### src/rtl/div_pkg.sv
// Shared widths, FSM state encoding and iteration counter width for the restoring divider.
package div_pkg;

    localparam int DW    = 8;
    localparam int VW    = 4;
    localparam int CNT_W = $clog2(DW);

    typedef enum logic [2:0] {
        IDLE = 3'd0,
        LOAD = 3'd1,
        ITER = 3'd2,
        FIX  = 3'd3,
        DONE = 3'd4
    } state_t;

endpackage

### src/rtl/twos_abs.sv
// Two's-complement conditional negate; drive negate with the sign bit to get |value|.
module twos_abs #(
    parameter int W = 8
) (
    input  logic [W-1:0] value,
    input  logic         negate,
    output logic [W-1:0] result
);

    assign result = negate ? (~value + W'(1)) : value;

endmodule

### src/rtl/restoring_divider.sv
// Multi-cycle signed restoring divider: magnitudes are divided one bit per cycle,
// then signs are re-applied (quotient truncates toward zero, remainder follows dividend).
module restoring_divider #(
    parameter int DW = div_pkg::DW,
    parameter int VW = div_pkg::VW
) (
    input  logic          clk,
    input  logic          reset,
    input  logic          start,
    input  logic [DW-1:0] dividend,
    input  logic [VW-1:0] divisor,
    output logic [DW-1:0] quotient,
    output logic [VW-1:0] remainder,
    output logic          busy,
    output logic          done,
    output logic          div_by_zero,
    output logic          overflow
);
    import div_pkg::*;

    state_t           state;
    logic [DW-1:0]    dvd_q;
    logic [VW-1:0]    dvs_q;
    logic [DW-1:0]    qm;
    logic [VW-1:0]    pr;
    logic [VW:0]      dmag;
    logic [CNT_W-1:0] cnt;
    logic             sign_q;
    logic             sign_r;
    logic             ovf_pend;

    logic [DW-1:0]    dvd_mag;
    logic [VW-1:0]    dvs_mag;
    logic [DW-1:0]    q_fix;
    logic [VW-1:0]    r_fix;
    logic [VW:0]      shifted;
    logic [VW:0]      diff;
    logic             ge;
    logic             accept;

    twos_abs #(.W(DW)) u_abs_dvd (
        .value  (dvd_q),
        .negate (dvd_q[DW-1]),
        .result (dvd_mag)
    );

    twos_abs #(.W(VW)) u_abs_dvs (
        .value  (dvs_q),
        .negate (dvs_q[VW-1]),
        .result (dvs_mag)
    );

    twos_abs #(.W(DW)) u_neg_q (
        .value  (qm),
        .negate (sign_q),
        .result (q_fix)
    );

    twos_abs #(.W(VW)) u_neg_r (
        .value  (pr),
        .negate (sign_r),
        .result (r_fix)
    );

    // The partial remainder stays below |divisor| <= 2^(VW-1), so VW bits hold it.
    assign shifted = {pr, qm[DW-1]};
    assign ge      = (shifted >= dmag);
    assign diff    = shifted - dmag;

    // In DONE with busy still high the zero-divisor result is being published this cycle.
    assign accept  = start && ((state == IDLE) || (state == DONE && !busy));

    always_ff @(posedge clk) begin
        if (reset) begin
            state       <= IDLE;
            dvd_q       <= '0;
            dvs_q       <= '0;
            qm          <= '0;
            pr          <= '0;
            dmag        <= '0;
            cnt         <= '0;
            sign_q      <= 1'b0;
            sign_r      <= 1'b0;
            ovf_pend    <= 1'b0;
            quotient    <= '0;
            remainder   <= '0;
            busy        <= 1'b0;
            done        <= 1'b0;
            div_by_zero <= 1'b0;
            overflow    <= 1'b0;
        end else begin
            case (state)
                IDLE, DONE: begin
                    if (state == DONE && busy) begin
                        busy <= 1'b0;
                        done <= 1'b1;
                    end else if (accept) begin
                        dvd_q       <= dividend;
                        dvs_q       <= divisor;
                        done        <= 1'b0;
                        div_by_zero <= 1'b0;
                        overflow    <= 1'b0;
                        busy        <= 1'b1;
                        state       <= LOAD;
                    end
                end
                LOAD: begin
                    // |most-negative| still fits DW bits when read as unsigned.
                    qm       <= dvd_mag;
                    dmag     <= {1'b0, dvs_mag};
                    sign_q   <= dvd_q[DW-1] ^ dvs_q[VW-1];
                    sign_r   <= dvd_q[DW-1];
                    ovf_pend <= (dvd_q == {1'b1, {(DW-1){1'b0}}}) && (dvs_q == '1);
                    pr       <= '0;
                    cnt      <= '0;
                    if (dvs_q == '0) begin
                        quotient    <= '1;
                        remainder   <= '0;
                        div_by_zero <= 1'b1;
                        state       <= DONE;
                    end else begin
                        state       <= ITER;
                    end
                end
                ITER: begin
                    pr  <= VW'(ge ? diff : shifted);
                    qm  <= {qm[DW-2:0], ge};
                    cnt <= cnt + CNT_W'(1);
                    if (cnt == CNT_W'(DW - 1)) begin
                        state <= FIX;
                    end
                end
                FIX: begin
                    quotient  <= q_fix;
                    remainder <= r_fix;
                    overflow  <= ovf_pend;
                    busy      <= 1'b0;
                    done      <= 1'b1;
                    state     <= DONE;
                end
                default: begin
                    state <= IDLE;
                end
            endcase
        end
    end

endmodule

### config.mk
export PLATFORM = sky130hd
export DESIGN_NAME = restoring_divider
export DESIGN_NICKNAME = d
export VERILOG_FILES = /design/src/rtl/div_pkg.sv /design/src/rtl/twos_abs.sv /design/src/rtl/restoring_divider.sv
export SDC_FILE = /design/constraint.sdc
export NUM_CORES = 1
export LEC_CHECK = 0
export BUFFER_PORTS_ARGS = -buffer_cell sky130_fd_sc_hd__buf_4
export CAP_MARGIN = 20
export CORE_MARGIN = 4
export CORE_UTILIZATION = 39
export DETAILED_ROUTE_END_ITERATION = 6
export PLACE_DENSITY = 0.55
export SYNTH_ARGS = -nofsm -noshare
export SYNTH_HDL_FRONTEND = slang
export SYNTH_SLANG_ARGS = --single-unit
### constraint.sdc
create_clock -name clk -period 4.5 [get_ports clk]
set_input_delay 0.675 -clock clk [delete_from_list [all_inputs] [get_ports clk]]
set_output_delay 0.675 -clock clk [all_outputs]
set_load 0.01 [all_outputs]
==> impl_metrics.toml, run 1 <==
[outcome]
status = "complete, no violations"

[worst_setup_path]
crit_chain = "nor2_1, nand3_1, a22oi_1, nor2_1"
critPathRequiredTime_ps = 4680
cpMaxStageDelayCell = "nand3_1"
cpPeakStageDelay_ps = 620
r2r_setup_slack_ps = 2530
end_kind = "flip-flop"
cp.arrival_ps = 2150
cpMostUsedCell = "nor2_1"
reg2reg_depth = 4
crit_fanout = 13
path_class = "flip-flop to flip-flop"
r2r_start = "state[0]"
startpoint_type = "flip-flop"
startpoint = "state[0]"

[clock_network]
cts.sinks = 53
post_cts_buffers = 0
clk_pin_slew_ps = 100
cts_resized = 0
insertion_delay_ps = 300
cts_buffer_depth = 2
numCtsBuffers = 5
cts-htree-levels = 2
clock-root-buffer = "clkbuf_8"
holdBufCountCts = 0
tritoncts = "yes"

[logic_synthesis]
ys_top_cells_by_area = "dfxtp_1, nor2_1, mux2i_1"
yosysTopAreaCell = "dfxtp_1"
synthArstFlopShare_pct = 0
synth_top_area_share_pct = 39.8
ys_ff_latch = 53
synth_nets = 334
ys_seq_area_share_pct = 39.8
synth_enable_flop_cells = 0
yosysWarningCount = 0
ys.flop_type = "dfxtp_1"
syn_avg_cell_area_um2 = 8.69
netlist_area_mm2 = 0.00267
yosysUniqueCellTypes = 45
synth_cells = 307

[grt]
grt_pass1_wl_um = 10000
grt_pass1_vias = 1983
grt_max_degree = 56
antenna_found_initial = 0
grt_usage_pct = 14.6
grt_overflow = 0

[sta]
hold_viol_final = 0
slew_headroom_pct = 49.2
finalSetupViolations = 0
slew_viol_final = 0
fmax_ghz = 0.508
tns_ps = 0
worst_slew_pin_slew_ps = 759
fin_crit_ps = 1970
fin_worst_skew_ps = 5.81
period_share_pct = 43.8
rsz0062_at_grt = "false"

[layout]
multiInputGateArea_mm2 = 0.00145
fill_cells = 663
final_cell_mix = "dfxtp_1, nor2_1, buf_4, nand2_1, a21oi_1"
final_nets = 353
drive_gt1_share_pct = 13.1
layout_commonest_cell = "dfxtp_1"
diodes = 0
areaGrowthSynthToFinish_pct = 11.9
regArea_mm2 = 0.00106
final_cells = 404

[placement]
gp_congestion = 0.825
port_buffers = 30
hpwl_um = 4180
dpl.cell_count = 396

[route]
dr.pass1.iters = 4
drc = 0
vias = 2182
viasPerCell = 5.40
ant_nets = 0
routedWlPerCell_um = 14.3
dr.first_iter.drc_count = 131
routed_wl_um = 5770

[power]
p_leak_nw = 1.17
peakVddDrop_uv = 140
power.density_mw_per_mm2 = 366

[floorplan]
die_h_um = 90.7
die_area_mm2 = 0.00822
ioPinCount = 31
die_w_um = 90.7
initial_core_util_pct = 41.1
core.rowCount = 29
coreArea_mm2 = 0.00649

[hold_path]
holdPathStages = 2
min_path_type = "flip-flop to flip-flop"
worstHoldStart = "dmag[0]"

[flow_run]
drv_cap = 0
## cells in the mapped netlist, drive strengths merged (4+ instances only)
library cell,instances
nand2,18
nor2,44
or3,6
ha,11
o31ai,4
a22oi,12
inv,15
buf,8
dfxtp,53
nor2b,4
a211oi,13
a21oi,17
o21ai,11
a21boi,4
xnor2,11
clkbuf,12
mux2i,16
nand2b,6
nor3,4
## final cells by class
class,instances,area share [%]
repair buffers,32,8.05
multi-input cells,219,48.5
inverters,15,1.89
well taps,77,3.23
clock buffers,6,2.43
flip-flops and latches,53,35.6
clock inverters,2,0.335
## path summary, 6_finish.rpt
kind	end
max reg2reg	div_by_zero
min	dmag[0]
max	div_by_zero
min reg2reg	dmag[0]
## logic make-up after synthesis
family,share of synthesized area [%]
xor gates and xnor gates,4.27
and+or+nand+nor,19.8
muxes,6.01
AOI/OAI and AO/OA,18.3
DFF,39.8
buffers and inverters,5.91
adders and majority gates,5.91
## routing by layer
layer / share of wire (%) / global-route usage, % / vias to the layer above
met5: 0 / 0 / -
met4: 1.1 / 4.21 / 0
met3: 4.8 / 3.08 / 6
met2: 47 / 22.8 / 42
met1: 47 / 20.2 / 1013
li1: - / - / 1121
## metrics by stage
| step | setup WS, ps | instance area (um^2) | hold WS (ps) | power [mW] | utilization, % |
|---|---|---|---|---|---|
| after floorplan | 2800 | 2670 | 432 | 0.765 | - |
| after global placement | 2530 | 2900 | 451 | 0.842 | 44.7 |
| after detailed placement | 2480 | 2900 | 455 | 0.845 | 44.7 |
| after CTS | 2470 | 2980 | 468 | 1.11 | 45.9 |
| after global routing | 2270 | 2980 | 502 | 1.17 | 45.9 |
| final | 2530 | 2980 | 467 | 1.09 | 45.9 |
## sequential cells by signal, summed over array words and instances, names as in the netlist
| signal | count |
|---|---|
| qm | 8 |
| div_by_zero | 1 |
| dmag | 4 |
| ovf_pend | 1 |
| quotient | 8 |
| overflow | 1 |
| dvd_q | 8 |
| done | 1 |
| busy | 1 |
| sign_q | 1 |
| remainder | 4 |
| pr | 4 |
| state | 3 |
| sign_r | 1 |
| cnt | 3 |
| dvs_q | 4 |
## where the power goes
part	total, mW	switching [mW]	internal (mW)
registers	0.560	0.0502	0.510
logic	0.270	0.150	0.121
clock network	0.262	0.154	0.108
total	1.09	0.354	0.739
## critical path: cells and delay by family, from the launching register on
kind / cells / cell delay (ps)
AOI/OAI and AO/OA: 1 / 390
and+or+nand+nor: 3 / 1030
DFF: 1 / 420
No activity file was read; power rests on OpenSTA's default activity.
==> run 2, diff against run 1 <==
==> constraint.sdc (replaced) <==
create_clock -name clk -period 1.9 [get_ports clk]
set_input_delay 0.285 -clock clk [delete_from_list [all_inputs] [get_ports clk]]
set_output_delay 0.285 -clock clk [all_outputs]
set_load 0.01 [all_outputs]
==> run 2 against run 1 <==
Worst setup slack got worse by 2400 ps. Critical path depth is 2 higher. Flip-flop and latch count unchanged. Count of clock-buffer cells in the layout stayed put. Via count rose by 0.73%. Clock skew down 2.2 ps. Register-to-register slack got worse by 2400 ps. Non-clock buffer count rose by 12. Utilization rose by 1.4 points. Highest routed layer unchanged.
==> impl_metrics.toml, run 2 (synthesis gave the netlist of run 1 again) <==
[outcome]
status = "complete, no violations"

[worst_setup_path]
crit_fanout = 8
critPathRequiredTime_ps = 2100
end_kind = "flip-flop"
path_class = "flip-flop to flip-flop"
crit_chain = "inv_1, ha_1, nand4_1, nand2_1, or3_1, a32o_1"
cpPeakStageDelay_ps = 400
cp.arrival_ps = 1950
cpMaxStageDelayCell = "dfxtp_1"
startpoint_type = "flip-flop"

[grt]
grt_overflow = 0
antenna_found_initial = 0
grt_pass1_vias = 2065
grt_max_degree = 24
grt_pass1_wl_um = 10300
grt_usage_pct = 15.1

[layout]
final_nets = 365
reg_top3 = "dvd_q: 8 flops, qm: 8 flops, quotient: 8 flops"
diodes = 0
layout_commonest_cell = "dfxtp_1"
final_cell_mix = "dfxtp_1, nor2_1, buf_4, nand2_1"
fin_util_pct = 47.4
areaGrowthSynthToFinish_pct = 15.4
fill_cells = 634
drive_gt1_share_pct = 16.5

[placement]
hpwl_um = 4420
gp_congestion = 0.739
port_buffers = 30

[floorplan]
die_w_um = 90.7
coreArea_mm2 = 0.00649
die_area_mm2 = 0.00822
initial_core_util_pct = 41.1
core.rowCount = 29
die_h_um = 90.7
ioPinCount = 31

[power]
clockPowerShare_pct = 23.8
power.density_mw_per_mm2 = 856
p_sw_share_pct = 32.4
p_leak_nw = 1.23
power_switching_uw = 854
power.internal_mw = 1.78
peakVddDrop_uv = 420
seqPwrFrac_pct = 49.8
comb_power_share_pct = 26.4

[sta]
fmax_ghz = 0.573
fin_crit_ps = 1740
slew_viol_final = 0
finalSetupViolations = 0
period_share_pct = 91.8
rsz0062_at_grt = "false"
hold_viol_final = 0
worst_slew_pin_slew_ps = 674
fin_worst_skew_ps = 3.58
tns_ps = 0
slew_headroom_pct = 54.9

[route]
ant_nets = 0
drc = 0
dr.first_iter.drc_count = 118
routedWlPerCell_um = 14.3
vias = 2198
viasPerCell = 5.28
routed_wl_um = 5970
dr.pass1.iters = 4

[clock_network]
clk_pin_slew_ps = 90
tritoncts = "yes"
post_cts_buffers = 0
cts-htree-levels = 2
clock-root-buffer = "clkbuf_8"
holdBufCountCts = 0
numCtsBuffers = 5
cts.sinks = 53
cts_buffer_depth = 2
insertion_delay_ps = 310

[hold_path]
min_path_type = "input pin to flip-flop"

[flow_run]
drv_cap = 0
[run 2: layout make-up]
cell class	count	area, um^2	share of cell area [%]
sequential	53	1060	34.5
multi-input combinational	219	1450	47.2
clock buffer	6	72.6	2.36
tap	77	96.3	3.13
clock inverter	2	10.0	0.325
inverter	15	56.3	1.83
timing repair buffer	44	330	10.7
[run 2: worst paths after layout]
kind	slack, ps	endpoint	depth (start not counted)	startpoint
setup / recovery	160	pr[2]	6	qm[7]
hold / removal	200	dvd_q[3]	3	dividend[3]
setup reg to reg	160	pr[2]	6	qm[7]
hold reg to reg	460	dmag[3]	2	dmag[3]
[run 2: per-layer routing]
layer | vias up | GRT usage, % | routed length [um]
li1 | 1151 | - | -
met1 | 1009 | 20.9 | 3000
met2 | 31 | 24.1 | 2700
met3 | 7 | 2.67 | 209
met4 | 0 | 4.21 | 59
met5 | - | 0 | 0
[run 2: critical path, delay by kind of cell (launching register included)]
kind / cells / cell delay [ps]
buffers and inverters: 1 / 70
adders and majority gates: 1 / 320
DFF: 1 / 400
AOI/OAI and AO/OA: 1 / 240
and+or+nand+nor: 3 / 610
[run 2: metrics by stage]
step | instances | hold slack (ps) | area [um^2] | setup slack (ps) | power [mW]
2_1_floorplan | 307 | 429 | 2670 | 314 | 1.81
3_3_place_gp | 408 | 457 | 2990 | 183 | 2.03
3_5_place_dp | 408 | 454 | 2990 | 166 | 2.03
4_1_cts | 416 | 197 | 3070 | 151 | 2.66
5_1_grt | 416 | 193 | 3080 | 29.7 | 2.81
6_report | 416 | 199 | 3080 | 156 | 2.64
[run 2: power by group through the flow]
stage               registers [mW]  logic (mW)  clock network [mW]
floorplan                     1.31       0.501                   0
global placement              1.34       0.687                   0
detailed placement            1.34       0.695                   0
CTS                           1.31       0.698               0.649
global route                  1.33       0.786               0.687
finish                        1.31       0.695               0.627
[run 2: timing repair]
item                                   in CTS  in global routing
setup endpoints to repair                   0                  2
resized for setup                           0                  1
endpoints found under the hold margin       0                  0
==> run 3, diff against run 2 <==
--- a/config.mk
+++ b/config.mk
@@ -5,12 +5,14 @@
 export SDC_FILE = /design/constraint.sdc
 export NUM_CORES = 1
 export LEC_CHECK = 0
+export ABC_AREA = 1
 export BUFFER_PORTS_ARGS = -buffer_cell sky130_fd_sc_hd__buf_4
 export CAP_MARGIN = 20
 export CORE_MARGIN = 4
 export CORE_UTILIZATION = 39
 export DETAILED_ROUTE_END_ITERATION = 6
 export PLACE_DENSITY = 0.55
+export RECOVER_POWER = 100
 export SYNTH_ARGS = -nofsm -noshare
 export SYNTH_HDL_FRONTEND = slang
 export SYNTH_SLANG_ARGS = --single-unit
==> run 3 against run 2 <==
Clock power is 20% higher. Flip-flop and latch count unchanged. Routed wire length up 1.3%. Utilization fell by 1.4 points. Sequential share of layout area up 1.2 points. Power is 58% higher. Critical path depth rose by 1. Fmax grew 7.3%. Sequential power grew 21%. Clock skew up 3.7 ps. Critical endpoint is now qm[0]. Largest cell class unchanged.
==> impl_metrics.toml, run 3 <==
[grt]
grt_pass1_wl_um = 10500
antenna_found_initial = 0
grt_overflow = 0
grt_pass1_vias = 2243
grt_usage_pct = 15.5
grt_max_degree = 27

[sta]
hold_viol_final = 0
slew_headroom_pct = 71.0
period_share_pct = 85.6
slew_viol_final = 0
fin_worst_skew_ps = 7.24
fin_crit_ps = 1630
finalSetupViolations = 0
worst_slew_pin_slew_ps = 435
rsz0062_at_grt = "false"
tns_ps = 0
fmax_ghz = 0.615

[worst_setup_path]
critPathRequiredTime_ps = 2140
reg2reg_depth = 7
rr_endpoint = "qm[0]"
crit_fanout = 10
path_class = "flip-flop to flip-flop"
startpoint_type = "flip-flop"
r2r_setup_slack_ps = 270
end_kind = "flip-flop"
cp-endpoint = "qm[0]"
cp.arrival_ps = 1860
startpoint = "state[2]"
r2r_start = "state[2]"

[layout]
reg_top3 = "dvd_q: 8 flops, qm: 8 flops, quotient: 8 flops"
diodes = 0
final_nets = 425
layout_commonest_cell = "nand2_1"
final_cell_mix = "nand2_1, dfxtp_1, inv_1, a21oi_1, o21ai_0"
drive_gt1_share_pct = 8.79
areaGrowthSynthToFinish_pct = 12.9

[power]
power.density_mw_per_mm2 = 1400
total_power_mw = 4.17
p_leak_nw = 1.24
peakVddDrop_uv = 786

[clock_network]
numCtsBuffers = 5
holdBufCountCts = 0
post_cts_buffers = 0
cts.sinks = 53
clock-root-buffer = "clkbuf_8"
cts-htree-levels = 2
cts_buffer_depth = 2
cts_resized = 0
clk_pin_slew_ps = 100
insertion_delay_ps = 310
tritoncts = "yes"

[logic_synthesis]
yosysTopAreaCell = "dfxtp_1"
ys_top_cells_by_area = "dfxtp_1, a21oi_1, nand2_1"
yosysUniqueCellTypes = 28
yosysWarningCount = 0
ys.flop_type = "dfxtp_1"
synth_top_area_share_pct = 40.3
netlist_area_mm2 = 0.00263
synth_cells = 364
synth_nets = 391
synthArstFlopShare_pct = 0
synth_common_cells = "nand2_1, dfxtp_1, a21oi_1"
ys_seq_area_share_pct = 40.3
ys_ff_latch = 53
synth.most_common_cell = "nand2_1"
synth_enable_flop_cells = 0
syn_avg_cell_area_um2 = 7.24

[flow_run]
drv_cap = 0

[route]
viasPerCell = 4.97
vias = 2362
dr.pass1.iters = 4
ant_nets = 0
routed_wl_um = 6050
dr.first_iter.drc_count = 95
drc = 0
routedWlPerCell_um = 12.7

[floorplan]
die_h_um = 90.2
initial_core_util_pct = 40.8
coreArea_mm2 = 0.00646
die_w_um = 90.2
core.rowCount = 29
die_area_mm2 = 0.00813
ioPinCount = 31

[hold_path]
min_path_type = "input pin to flip-flop"

[placement]
hpwl_um = 4600
port_buffers = 30
gp_congestion = 0.893

[outcome]
status = "complete, no violations"
[run 3: how the worst min path moves through the flow]
stage | start | end | slack (ps) | cells past startpoint
final | divisor[0] | dvs_q[0] | 250 | 3
after global routing | divisor[3] | dvs_q[3] | 260 | 3
after CTS | divisor[1] | dvs_q[1] | 250 | 3
after detailed placement | cnt[1] | cnt[1] | 460 | 2
after global placement | remainder[2] | remainder[2] | 450 | 2
after floorplan | cnt[0] | cnt[0] | 430 | 1
[run 3: worst max-delay path, cell delays in order, from the launching register on]
cell and delay (ps):
dfxtp_1 460, inv_1 90, nand3_1 200, buf_4 200, nand2_1 150, inv_2 220
nand2_1 90, a31oi_1 160
[run 3: cell type report]
cell class                      instances  area (um^2)
Tap cell                               77         96.3
Clock buffer                            5         68.8
Inverter                               54          203
Multi-Input combinational cell        245         1280
Clock inverter                          2         35.0
Fill cell                             683         3490
Timing Repair Buffer                   39          226
Sequential cell                        53         1060
[run 3: cell families after synthesis]
family	Yosys count	share of synthesized area, %
fa+ha+maj	12	5.99
buf+inv	66	10.2
flops	53	40.3
compound gates	100	19.8
xor+xnor	3	0.998
simple gates	130	22.8
[run 3: per-stage QoR]
stage          utilization [%]  hold slack, ps  area [um^2]  setup WS [ps]  std cells
5_1_grt                   46.0             258         2970            121        475
3_5_place_dp              45.8             461         2960            351        468
3_3_place_gp              45.8             454         2960            380        468
2_1_floorplan                -             429         2630            511        364
6_report                  46.0             251         2970            274        475
4_1_cts                   47.4             247         3060            340        475
[run 3: layer usage]
layer | routed length (um) | global-route usage [%]
met4 | 78 | 4.59
met3 | 214 | 3.01
met2 | 2670 | 25.1
met5 | 0 | 0
met1 | 3080 | 20.8
[run 3: power by group]
group	internal (mW)	total, mW	switching [mW]
Sequential	1.39	1.59	0.207
Combinational	0.609	1.82	1.21
Clock	0.384	0.752	0.368
